### src/rtl/fastica_iter_ctrl.sv
// fastica_iter_ctrl: control-only sequencer for the one-unit FastICA weight-update loop.
// Launches the mean and 3w units, strobes the subtractor, then runs normalize and convergence check.
module fastica_iter_ctrl #(
   parameter int MAX_ITER = 16,
   parameter int ITER_W   = 5
) (
   input  logic              clk_ctrl,
   input  logic              rst_ctrl,
   input  logic              start,
   output logic              mean_start,
   input  logic              mean_done,
   output logic              scale_start,
   input  logic              scale_done,
   output logic              en_sub,
   output logic              norm_start,
   input  logic              norm_done,
   output logic              conv_start,
   input  logic              conv_done,
   input  logic              conv_hit,
   output logic              busy,
   output logic              done,
   output logic              converged,
   output logic [ITER_W-1:0] iter_cnt
);

   typedef enum logic [2:0] {
      IDLE, WAIT_MS, SUB, SUB_CAP, WAIT_NORM, WAIT_CONV, FIN
   } state_e;

   state_e            state_q;
   logic              mean_seen_q, scale_seen_q;
   logic              mean_start_q, scale_start_q, en_sub_q, norm_start_q, conv_start_q;
   logic              busy_q, done_q, converged_q;
   logic [ITER_W-1:0] iter_cnt_q;

   logic              ms_ready_d;
   logic [ITER_W-1:0] iter_cnt_d;
   logic              iter_cap_d;

   // A done arriving this very cycle counts as seen, so a same-cycle pair advances at once.
   assign ms_ready_d = (mean_seen_q | mean_done) & (scale_seen_q | scale_done);
   assign iter_cnt_d = iter_cnt_q + ITER_W'(1);
   assign iter_cap_d = (iter_cnt_d == ITER_W'(MAX_ITER));

   always_ff @(posedge clk_ctrl) begin
      if (rst_ctrl) begin
         state_q       <= IDLE;
         mean_seen_q   <= 1'b0;
         scale_seen_q  <= 1'b0;
         mean_start_q  <= 1'b0;
         scale_start_q <= 1'b0;
         en_sub_q      <= 1'b0;
         norm_start_q  <= 1'b0;
         conv_start_q  <= 1'b0;
         busy_q        <= 1'b0;
         done_q        <= 1'b0;
         converged_q   <= 1'b0;
         iter_cnt_q    <= '0;
      end else begin
         // NOTE: non-blocking assignments throughout, so every branch reads pre-edge values and
         // the pulse defaults below are overridden only by the state that owns that pulse.
         mean_start_q  <= 1'b0;
         scale_start_q <= 1'b0;
         en_sub_q      <= 1'b0;
         norm_start_q  <= 1'b0;
         conv_start_q  <= 1'b0;
         done_q        <= 1'b0;

         case (state_q)
            IDLE: begin
               if (start) begin
                  state_q       <= WAIT_MS;
                  mean_start_q  <= 1'b1;
                  scale_start_q <= 1'b1;
                  busy_q        <= 1'b1;
                  iter_cnt_q    <= '0;
                  converged_q   <= 1'b0;
                  mean_seen_q   <= 1'b0;
                  scale_seen_q  <= 1'b0;
               end
            end
            WAIT_MS: begin
               if (ms_ready_d) begin
                  state_q      <= SUB;
                  en_sub_q     <= 1'b1;
                  mean_seen_q  <= 1'b0;
                  scale_seen_q <= 1'b0;
               end else begin
                  mean_seen_q  <= mean_seen_q | mean_done;
                  scale_seen_q <= scale_seen_q | scale_done;
               end
            end
            SUB: begin
               // Subtractor holds mean-3w only in the next cycle, so the normalizer is told then.
               state_q      <= SUB_CAP;
               norm_start_q <= 1'b1;
            end
            SUB_CAP: state_q <= WAIT_NORM;
            WAIT_NORM: begin
               if (norm_done) begin
                  state_q      <= WAIT_CONV;
                  conv_start_q <= 1'b1;
               end
            end
            WAIT_CONV: begin
               if (conv_done) begin
                  iter_cnt_q <= iter_cnt_d;
                  if (conv_hit || iter_cap_d) begin
                     state_q     <= FIN;
                     converged_q <= conv_hit;
                     done_q      <= 1'b1;
                     busy_q      <= 1'b0;
                  end else begin
                     state_q       <= WAIT_MS;
                     mean_start_q  <= 1'b1;
                     scale_start_q <= 1'b1;
                  end
               end
            end
            FIN:     state_q <= IDLE;
            default: state_q <= IDLE;
         endcase
      end
   end

   assign mean_start  = mean_start_q;
   assign scale_start = scale_start_q;
   assign en_sub      = en_sub_q;
   assign norm_start  = norm_start_q;
   assign conv_start  = conv_start_q;
   assign busy        = busy_q;
   assign done        = done_q;
   assign converged   = converged_q;
   assign iter_cnt    = iter_cnt_q;

endmodule

### config.mk
export PLATFORM = sky130hd
export DESIGN_NAME = fastica_iter_ctrl
export DESIGN_NICKNAME = d
export VERILOG_FILES = /design/src/rtl/fastica_iter_ctrl.sv
export SDC_FILE = /design/constraint.sdc
export NUM_CORES = 1
export LEC_CHECK = 0
export ABC_AREA = 1
export CORE_MARGIN = 2
export CORE_UTILIZATION = 42
export DETAILED_ROUTE_END_ITERATION = 6
export PLACE_DENSITY = 0.7
export SLEW_MARGIN = 15
export SYNTH_ARGS = -nofsm -noshare
export SYNTH_HDL_FRONTEND = slang
export SYNTH_SLANG_ARGS = --single-unit
### constraint.sdc
create_clock -name clk_ctrl -period 1.2 [get_ports clk_ctrl]
set_input_delay 0.24 -clock clk_ctrl [delete_from_list [all_inputs] [get_ports clk_ctrl]]
set_output_delay 0.24 -clock clk_ctrl [all_outputs]
set_load 0.01 [all_outputs]
==> flow_summary.json <==
{
  "final_util_pct": 72.57,
  "max_slew.worst_pin.slew_ns": 0.2224,
  "worstSetupStartpointType": "register",
  "clockBufferDepth": 2,
  "drt-initial-drc-count": 12,
  "cp_common_cell": "nand2_2",
  "syn-cell-area_um2": 825.8,
  "crit_required_ns": 1.43,
  "core_area_um2": 1902,
  "portBuffers": 20,
  "tns_ns": -0.1646,
  "crit_chain": "ha_4, nand3_2, nand2_2, nand2_2, nand3_4, nand2_2, nand2_4, nand2_1, nand2_1, a21oi_1",
  "drc_errors": 0,
  "path_clk_slew_ns": 0.09,
  "avgViaCountPerCell": 4.837,
  "intPower_uw": 963.1,
  "power_density_nw_per_um2": 1079,
  "min_period_ns": 1.255,
  "grt_max_degree": 11,
  "p_switching_uw": 525.9,
  "clockPowerShare_pct": 20.4,
  "setup_viol": 6,
  "relSlewSlack_pct": 85.13,
  "fin_crit_sh_pct": 104.6,
  "crit_arrival_ns": 1.48,
  "endpoint_kind": "register",
  "seq_area_frac_synth_pct": 41.21,
  "floorplan.initialDensity_pct": 43.42,
  "grt.total_usage_pct": 19.58,
  "ant_nets": 0,
  "finalHoldViolCount": 0,
  "path_max_fanout": 4,
  "synth_cell_types": 22,
  "place_congestion": 0.8091,
  "min_path_type": "register to register",
  "synth_nets": 124,
  "fin_ws_ns": -0.05481,
  "grt_pass1_vias": 876,
  "fill_cells": 149,
  "cts-root-buf": "clkbuf_4",
  "dpl.cell_count": 176,
  "violations": "negative setup slack",
  "cp_num_buf_inv": 0,
  "die_w_um": 48.34,
  "h-tree-depth": 1,
  "fin_skew_ns": 0.0009016,
  "tritoncts": "built",
  "p_leak_nw": 0.6040,
  "fmax_ghz": 0.7969,
  "drv_cap": 0,
  "post-dp-hpwl_mm": 1.520,
  "status": "finished, violations left",
  "final_common_cell": "nand2_1",
  "insertion_delay_ns": 0.29,
  "finalNonFillerCells": 184,
  "yosysWarnings": 0,
  "cts_sinks": 17,
  "die_h_um": 48.34,
  "die_area_um2": 2337,
  "grt_overflow_total": 0,
  "fin_area_um2": 1380,
  "drt_wl_total_mm": 2.122,
  "grt_pass1_wl_mm": 3.491,
  "p_sw_share_pct": 35.32,
  "crit_path_top_delay_cell": "dfxtp_4",
  "max_stage_delay_ns": 0.37,
  "vias": 890,
  "wl_per_cell_um": 11.53,
  "row_count": 16,
  "area_growth_pct": 67.12,
  "first_pass_iters": 4,
  "cts-buffers-inserted": 3,
  "drive_gt1_share_pct": 42.68,
  "io_pins": 21,
  "power_frac_comb_pct": 36.4,
  "ff2ff_setup_slack_ns": -0.05,
  "fin_nets": 167,
  "rsz0062_at_grt": "true",
  "path_delay_family": "simple AND/OR/NAND/NOR gates",
  "power_frac_seq_pct": 43.2,
  "synth_area_per_cell_um2": 7.181,
  "vdd_drop_max_mv": 0.7396,
  "antenna_cells": 0,
  "critPathKind": "register to register",
  "antenna_found_initial": 0,
  "ys_ff_latch": 17,
  "dpl_cell_area_um2": 1197,
  "hold_buffers": 0,
  "slew_viol_final": 0,
  "netlist_instances": 115,
  "final_cell_mix": "21 x nand2_1, 18 x buf_4, 13 x inv_1, 9 x nand3_1, 9 x dfxtp_1"
}
-- cell type report --
cell class	instances	area (µm²)	area share (%)
inverter	15	58.81	4.261
sequential	17	370.4	26.84
timing repair buffer	41	350.3	25.39
tap	27	33.78	2.448
multi-input combinational	80	540.5	39.17
clock buffer	4	26.28	1.904
-- path summary, 6_finish.rpt --
path | startpoint | depth (start not counted) | endpoint
min reg2reg | busy | 2 | busy
max reg2reg | iter_cnt[1] | 10 | state_q[2]
max | iter_cnt[1] | 10 | state_q[2]
min | busy | 2 | busy
-- metal layers --
layer,vias up,routed length (µm),GRT usage (%)
met5,-,0,0
met4,0,57,14.29
met3,5,59,4.630
met2,15,1189,37.73
met1,413,815,17.51
li1,457,-,-
-- flip-flops by register name, summed over array words and instances, names as in the netlist --
name / flops
scale_start: 1
norm_start: 1
en_sub: 1
mean_seen_q: 1
iter_cnt: 5
scale_seen_q: 1
conv_start: 1
busy: 1
state_q: 3
done: 1
converged: 1
-- logic make-up (layout without fill, tap and decap cells) --
logic type | Yosys count | after routing | share of synthesized area, %
AND/OR/NAND/NOR | 64 | 64 | 38.49
buffers and inverters | 18 | 60 | 8.635
flip-flops | 17 | 17 | 41.21
AO/OA/AOI/OAI | 15 | 15 | 10.15
adder cells (fa/ha/maj) | 1 | 1 | 1.515
-- power by group through the flow --
stage	Sequential, mW	Clock (mW)	Combinational (mW)
floorplan	0.651	0	0.267
global placement	0.644	0	0.450
detailed placement	0.646	0	0.462
CTS	0.640	0.322	0.467
global route	0.648	0.352	0.598
finish	0.643	0.304	0.543
-- what timing repair did --
action | 4_1_cts | 5_1_grt
cloned | 0 | 0
setup buffers | 2 | 2
resized for setup | 31 | 32
pin swaps | 9 | 11
hold endpoints to repair | 0 | 0
endpoints found under the setup margin | 22 | 20
-- per-stage QoR --
stage | hold WS (ns) | power (mW) | setup slack (ns)
floorplan | 0.3812 | 0.9185 | 0.001439
global placement | 0.4559 | 1.094 | -0.2673
detailed placement | 0.4680 | 1.108 | -0.3154
CTS | 0.4823 | 1.429 | -0.07619
global route | 0.4985 | 1.598 | -0.1394
finish | 0.4820 | 1.489 | -0.05481
-- synthesized netlist by cell type --
| library cell | instances | share of area [%] |
|---|---|---|
| nand2_1 | 28 | 13 |
| dfxtp_1 | 17 | 41 |
| inv_1 | 14 | 6.4 |
| nand3_1 | 13 | 7.9 |
| a21oi_1 | 12 | 7.3 |
| nor2_1 | 5 | 2.3 |
| nor3_1 | 4 | 2.4 |
| nand4_1 | 3 | 2.3 |
| nor2_2 | 3 | 2.3 |
| nand2_2 | 2 | 1.5 |
| nand3_2 | 2 | 2.4 |
| nor2_4 | 2 | 2.7 |
| a21oi_2 | 1 | 1.1 |
| a22oi_1 | 1 | 0.91 |
| buf_1 | 1 | 0.45 |
| buf_4 | 1 | 0.91 |
| clkbuf_1 | 1 | 0.45 |
| ha_1 | 1 | 1.5 |
| inv_2 | 1 | 0.45 |
| nor3_2 | 1 | 1.2 |
| o21a_1 | 1 | 0.91 |
| or2_2 | 1 | 0.76 |
-- worst min-delay path, delay by kind of cell (launching register included) --
family           cells  cell delay (ns)
AND/OR/NAND/NOR      1             0.08
flip-flops           1             0.32
AO/OA/AOI/OAI        1             0.05
Power figures use the tool's default switching activity.
